### src/rtl/pll_sup_pkg.sv
// Shared types for the PLL lock supervisor: state encoding and status widths.
package pll_sup_pkg;
  localparam int STATE_W    = 3;
  localparam int LOSS_CNT_W = 8;

  typedef enum logic [STATE_W-1:0] {
    RST_PLL   = 3'd0,
    WAIT_LOCK = 3'd1,
    STABLE    = 3'd2,
    RUN       = 3'd3,
    FAULT     = 3'd4
  } state_t;

  function automatic int max3(input int a, input int b, input int c);
    int m;
    m = (a > b) ? a : b;
    return (m > c) ? m : c;
  endfunction
endpackage

### src/rtl/pll_lock_supervisor_if.sv
// Supervisor <-> PLL/system bundle. Status signals exist only with PLL_SUP_STATUS_EN.
interface pll_sup_if;
  import pll_sup_pkg::*;
  logic locked;
  logic restart;
  logic pll_areset;
  logic sys_rst_n;
  logic fault;
  logic lock_loss;
`ifdef PLL_SUP_STATUS_EN
  logic [LOSS_CNT_W-1:0] lock_loss_cnt;
  logic [STATE_W-1:0]    state_o;
`endif

  modport master (
    input  locked, restart,
`ifdef PLL_SUP_STATUS_EN
    output lock_loss_cnt, state_o,
`endif
    output pll_areset, sys_rst_n, fault, lock_loss
  );

  modport slave (
    output locked, restart,
`ifdef PLL_SUP_STATUS_EN
    input  lock_loss_cnt, state_o,
`endif
    input  pll_areset, sys_rst_n, fault, lock_loss
  );
endinterface

### src/rtl/pll_lock_supervisor_sync2.sv
// Two-flop synchronizer for a single asynchronous level.
module sync2 (
  input  logic clk,
  input  logic rst,
  input  logic d,
  output logic q
);
  logic s1;

  always_ff @(posedge clk) begin
    if (rst) begin
      s1 <= 1'b0;
      q  <= 1'b0;
    end else begin
      s1 <= d;
      q  <= s1;
    end
  end
endmodule

### src/rtl/pll_lock_supervisor.sv
// PLL bring-up supervisor: resets the PLL, waits for a stable lock, then releases sys_rst_n.
// Optional status outputs (loss counter, state) under `PLL_SUP_STATUS_EN.
module pll_lock_supervisor
  import pll_sup_pkg::*;
#(
  parameter int PLL_RST_CYCLES     = 4,
  parameter int LOCK_STABLE_CYCLES = 16,
  parameter int TIMEOUT_CYCLES     = 64,
  parameter int MAX_RETRIES        = 3
) (
  input logic      clk,
  input logic      rst,
  pll_sup_if.master bus
);
  localparam int CNT_MAX = max3(PLL_RST_CYCLES, LOCK_STABLE_CYCLES, TIMEOUT_CYCLES);
  localparam int CNT_W   = $clog2(CNT_MAX + 1);
  localparam int RTY_W   = (MAX_RETRIES < 1) ? 1 : $clog2(MAX_RETRIES + 1);

  state_t             state, state_nx;
  logic [CNT_W-1:0]   cnt, cnt_nx;
  logic [RTY_W-1:0]   rty, rty_nx;
  logic               loss_nx;
  logic               lock_s;
  logic               pll_areset_q, sys_rst_n_q, fault_q, lock_loss_q;

  sync2 u_sync (.clk(clk), .rst(rst), .d(bus.locked), .q(lock_s));

  always_comb begin
    state_nx = state;
    rty_nx   = rty;
    loss_nx  = 1'b0;
    // Counter saturates rather than wrapping while parked in RUN/FAULT.
    cnt_nx   = (cnt == CNT_W'(CNT_MAX)) ? cnt : cnt + 1'b1;
    if (bus.restart) begin
      state_nx = RST_PLL;
      rty_nx   = '0;
    end else begin
      case (state)
        RST_PLL:
          if (cnt == CNT_W'(PLL_RST_CYCLES - 1)) state_nx = WAIT_LOCK;
        WAIT_LOCK:
          if (lock_s) state_nx = STABLE;
          else if (cnt == CNT_W'(TIMEOUT_CYCLES - 1)) begin
            if (rty == RTY_W'(MAX_RETRIES)) state_nx = FAULT;
            else begin
              rty_nx   = rty + 1'b1;
              state_nx = RST_PLL;
            end
          end
        STABLE:
          if (!lock_s) state_nx = WAIT_LOCK;
          else if (cnt == CNT_W'(LOCK_STABLE_CYCLES - 1)) begin
            state_nx = RUN;
            rty_nx   = '0;
          end
        RUN:
          if (!lock_s) begin
            state_nx = RST_PLL;
            loss_nx  = 1'b1;
          end
        FAULT: ;
        default: state_nx = RST_PLL;
      endcase
    end
    if (bus.restart || (state_nx != state)) cnt_nx = '0;
  end

  // Outputs are decoded from the next state so they change on the same edge as the state.
  always_ff @(posedge clk) begin
    if (rst) begin
      state        <= RST_PLL;
      cnt          <= '0;
      rty          <= '0;
      pll_areset_q <= 1'b1;
      sys_rst_n_q  <= 1'b0;
      fault_q      <= 1'b0;
      lock_loss_q  <= 1'b0;
    end else begin
      state        <= state_nx;
      cnt          <= cnt_nx;
      rty          <= rty_nx;
      pll_areset_q <= (state_nx == RST_PLL) || (state_nx == FAULT);
      sys_rst_n_q  <= (state_nx == RUN);
      fault_q      <= (state_nx == FAULT);
      lock_loss_q  <= loss_nx;
    end
  end

  assign bus.pll_areset = pll_areset_q;
  assign bus.sys_rst_n  = sys_rst_n_q;
  assign bus.fault      = fault_q;
  assign bus.lock_loss  = lock_loss_q;

`ifdef PLL_SUP_STATUS_EN
  logic [LOSS_CNT_W-1:0] loss_cnt;

  always_ff @(posedge clk) begin
    if (rst)                         loss_cnt <= '0;
    else if (loss_nx && ~&loss_cnt)  loss_cnt <= loss_cnt + 1'b1;
  end

  assign bus.lock_loss_cnt = loss_cnt;
  assign bus.state_o       = state;
`endif
endmodule

### src/flat_wrapper.sv
// flat-port wrapper written by rule: the top's interface ports become plain ports
module pll_lock_supervisor_flat import pll_sup_pkg::*;
#(
  parameter int PLL_RST_CYCLES     = 4,
  parameter int LOCK_STABLE_CYCLES = 16,
  parameter int TIMEOUT_CYCLES     = 64,
  parameter int MAX_RETRIES        = 3
)
  (clk, rst, bus_locked, bus_restart, bus_pll_areset, bus_sys_rst_n, bus_fault, bus_lock_loss);
  pll_sup_if bus_i ();
  input logic clk;
  input logic rst;
  input wire logic [$bits(bus_i.locked)-1:0] bus_locked;
  input wire logic [$bits(bus_i.restart)-1:0] bus_restart;
  output wire logic [$bits(bus_i.pll_areset)-1:0] bus_pll_areset;
  output wire logic [$bits(bus_i.sys_rst_n)-1:0] bus_sys_rst_n;
  output wire logic [$bits(bus_i.fault)-1:0] bus_fault;
  output wire logic [$bits(bus_i.lock_loss)-1:0] bus_lock_loss;
  assign bus_i.locked = bus_locked;
  assign bus_i.restart = bus_restart;
  assign bus_pll_areset = bus_i.pll_areset;
  assign bus_sys_rst_n = bus_i.sys_rst_n;
  assign bus_fault = bus_i.fault;
  assign bus_lock_loss = bus_i.lock_loss;
  pll_lock_supervisor #(.PLL_RST_CYCLES(PLL_RST_CYCLES), .LOCK_STABLE_CYCLES(LOCK_STABLE_CYCLES), .TIMEOUT_CYCLES(TIMEOUT_CYCLES), .MAX_RETRIES(MAX_RETRIES)) u_core (.clk(clk), .rst(rst), .bus(bus_i));
endmodule
### config.mk
export PLATFORM = sky130hd
export DESIGN_NAME = pll_lock_supervisor_flat
export DESIGN_NICKNAME = d
export VERILOG_FILES = /design/src/rtl/pll_sup_pkg.sv /design/src/rtl/pll_lock_supervisor_if.sv /design/src/rtl/pll_lock_supervisor_sync2.sv /design/src/rtl/pll_lock_supervisor.sv /design/src/flat_wrapper.sv
export SDC_FILE = /design/constraint.sdc
export NUM_CORES = 1
export LEC_CHECK = 0
export ABC_AREA = 1
export CORE_MARGIN = 1
export CORE_UTILIZATION = 54
export CTS_CLUSTER_SIZE = 10
export DETAILED_ROUTE_END_ITERATION = 12
export PLACE_DENSITY = 0.76
export RECOVER_POWER = 25
export SYNTH_ARGS = -nofsm -noshare
export SYNTH_HDL_FRONTEND = slang
export SYNTH_SLANG_ARGS = --single-unit
### constraint.sdc
create_clock -name clk -period 1.8 [get_ports clk]
set_clock_uncertainty 0.2 [all_clocks]
set_input_delay 0.18 -clock clk [delete_from_list [all_inputs] [get_ports clk]]
set_output_delay 0.18 -clock clk [all_outputs]
set_load 0.1 [all_outputs]
==> results.tsv <==
stage	metric	value	unit
hold_path	hold path cells	3	
global_route	first-pass GRT wire length	2.753	mm
floorplan	die height	42.22	um
routing	DR WL/cell	11.45	um
clocking	Root Buffer	clkbuf_4	
clocking	clock tree sinks	18	
timing	Worst slew margin	63.85	%
global_route	gr usage total	20.81	%
routing	Routed Antenna Nets	0	
placed_design	Final Wtd Congestion	0.8067	
critical_path	CP cell instances	ha_4 -> nand3_4 -> nor2_4 -> nand2_1 -> nand2_1 -> nand3_2 -> nand2_2 -> nand2_2 -> nand3_4 -> nor2_1	
logic_synthesis	FF+latch count, synth	18	
clocking	Clock Latency Late Sink	300	ps
timing	min cycle time layout	1712	ps
critical_path	reg2reg path depth	10	
clocking	TritonCTS clock tree	built	
finish	ant diodes	0	
timing	total negative setup slack	0	ps
logic_synthesis	largest area contributor in the netlist	dfxtp_1	
critical_path	Max FO, Critical Path	7	
critical_path	critical path class	reg -> reg	
critical_path	CP arrival	1710	ps
placed_design	Placed Cells	142	
critical_path	CP top delay family	simple AND/OR/NAND/NOR gates	
clocking	H-tree Lvls	1	
clocking	Hold Buf Count CTS	0	
routing	vias	749	
floorplan	die area	1782	um2
critical_path	kind of start point of the critical path	flip-flop	
finish	Non-Filler Instances	146	
outcome	status	finished, final reports clean	
finish	number of fill cells in the layout	128	
clocking	Clock Pin Slew Worst Setup and Hold Paths	100	ps
critical_path	crit path buf inv count	0	
power	P per Cell Area	688.0	nW/um2
timing	final setup fails	0	
floorplan	core footprint	1506	um2
floorplan	Chip Width	42.22	um
finish	register area	362.8	um2
hold_path	WHS Endpoint	u_core.u_sync.s1	
hold_path	Hold Path Class	in -> reg	
logic_synthesis	share of Yosys cell area claimed by the top area cell type	41.26	%
critical_path	CP Launch Point	u_core.cnt[1]	
logic_synthesis	top area cells in the synthesized netlist	dfxtp_1 41%, nor2_1 11%, inv_1 7.7%	
logic_synthesis	Net Count, Synth	125	
critical_path	crit path capture type	flip-flop	
finish	commonest cells after routing, fill and taps aside	24 x nor2_1, 18 x inv_1, 17 x nand2_1	
timing	RSZ-0062 raised after global routing	no	
logic_synthesis	post-synthesis sequential area ratio	41.26	%
finish	Util after Layout	70.18	%
global_route	largest net degree at the start of global routing	11	
clocking	Num CTS Buffers	3	
finish	Area Growth Syn to Fin	21.06	%
floorplan	Initial Util	57.97	%
timing	Final Cycle Share	95.10	%
routing	Vias/cell	5.130	
global_route	initial antenna violation count	0	
logic_synthesis	Synth cell types	19	
finish	nets	138	
critical_path	slowest stage cell, crit path	dfxtp_2	
logic_synthesis	Mapped Area	873.3	um2
timing	max-slew violation count	0	
clocking	CTS Buffer Depth	2	
floorplan	IO Count	8	
critical_path	r2r setup slk	90	ps
finish	share of layout cells above drive strength 1	20.00	%
routing	Initial DRC Count	13	
placed_design	Buffers on Ports	7	
finish	multi-input logic area	483.0	um2
global_route	total grt overflow	0	
job	max-cap violations	0	
critical_path	FF-to-FF Start	u_core.cnt[1]	
power	VDD IR max	0.4225	mV
power	Pwr Total	0.0007274	W
logic_synthesis	cells after synthesis	118	
hold_path	Hold Startpoint	bus_locked	
timing	worst-margin pin slew	544.6	ps
placed_design	Detailed Place HPWL	1.234	mm
routing	DRT Wirelength	1.672	mm
critical_path	reg2reg end	u_core.cnt[0]	
floorplan	num rows	14	
timing	Peak Freq	0.5842	GHz
power	Leak Pwr	0.4520	nW
routing	Pre-antenna DRT Iters	4	
finish	commonest non-fill, non-tap cell in the layout	nor2_1	
critical_path	slowest stage delay, CP	360	ps
global_route	vias in the first global route	690	
routing	DRC viols	0	
logic_synthesis	yosys warns	0	
timing	Hold Vio Cnt, Final	0	
logic_synthesis	Mean Syn Cell Area	7.401	um2
critical_path	Critical Path RT	1790	ps
tightest hold or removal path, stage by stage:
cell and delay [ps]:
clkdlybuf4s50_1 400, inv_1 50, nor2_1 30
report_power, final:
| group | switching, W | internal, W | leakage [nW] |
|---|---|---|---|
| Clock | 0.000130 | 0.000123 | 0.0210 |
| Sequential | 0.00000700 | 0.000406 | 0.147 |
| Combinational | 0.0000367 | 0.0000235 | 0.284 |
| Total | 0.000174 | 0.000553 | 0.452 |
registers in the layout, indices dropped and copies added, names as in the netlist:
signal and count:
u_core.bus.pll_areset 1, u_core.bus.sys_rst_n 1, u_core.u_sync.s1 1, u_core.state 3
u_core.bus.lock_loss 1, u_core.bus.fault 1, u_core.u_sync.q 1, u_core.rty 2
u_core.cnt 7
layer usage:
| layer | vias to the layer above | track usage [%] | part of all wire [%] |
|---|---|---|---|
| li1 | 392 | - | - |
| met1 | 334 | 23.10 | 41 |
| met5 | - | 0 | 0 |
| met4 | 0 | 5.625 | 1.1 |
| met2 | 20 | 36.62 | 52 |
| met3 | 3 | 8.190 | 5.7 |
cells by family after synthesis:
family / count (synthesis) / share of synthesized area [%]
and+or+nand+nor: 63 / 34.67
buffers and inverters: 19 / 8.165
DFF: 18 / 41.26
AOI/OAI and AO/OA: 10 / 6.590
xor gates and xnor gates: 5 / 5.014
adders and majority gates: 3 / 4.298
how the worst max path moves through the flow:
stage                    end  slack (ps)  cells after the start
6_report       u_core.cnt[0]          90                     10
5_1_grt        u_core.cnt[0]           4                     10
2_1_floorplan  u_core.cnt[2]         240                     10
3_3_place_gp   u_core.cnt[0]         100                      9
4_1_cts        u_core.cnt[0]           9                      9
3_5_place_dp   u_core.cnt[2]           5                      8
synthesized netlist by cell type:
master,count
nor2_1,26
dfxtp_1,18
inv_1,18
nand2_1,17
nand3_1,6
nand3_2,5
xor2_1,5
o21ai_0,4
a21oi_1,3
ha_1,3
nor3_1,3
nand2_2,2
o21bai_1,2
inv_2,1
nand4_1,1
nor2_2,1
nor2_4,1
nor3_2,1
o211ai_1,1
through the flow:
| stage | instance area (um2) | hold slack [ps] | setup slack, ps |
|---|---|---|---|
| 5_1_grt | 1057 | 192.1 | 4.130 |
| 3_5_place_dp | 1011 | 200.0 | 4.967 |
| 6_report | 1057 | 197.0 | 88.14 |
| 3_3_place_gp | 1011 | 192.6 | 103.1 |
| 4_1_cts | 1047 | 184.9 | 8.787 |
| 2_1_floorplan | 873.3 | 51.18 | 243.2 |
what timing repair did:
| item | CTS | global route |
|---|---|---|
| resized for setup | 0 | 10 |
| buffers inserted | 0 | 0 |
| setup endpoints to repair | 0 | 9 |
layout make-up:
| cell class | instances | area share (%) |
|---|---|---|
| flip-flops and latches | 18 | 34.32 |
| repair buffers | 8 | 7.929 |
| inverters | 19 | 6.746 |
| multi-input cells | 81 | 45.68 |
| clock buffers | 4 | 3.432 |
| well taps | 16 | 1.893 |
Note: power is estimated with default switching activity, not from simulation.
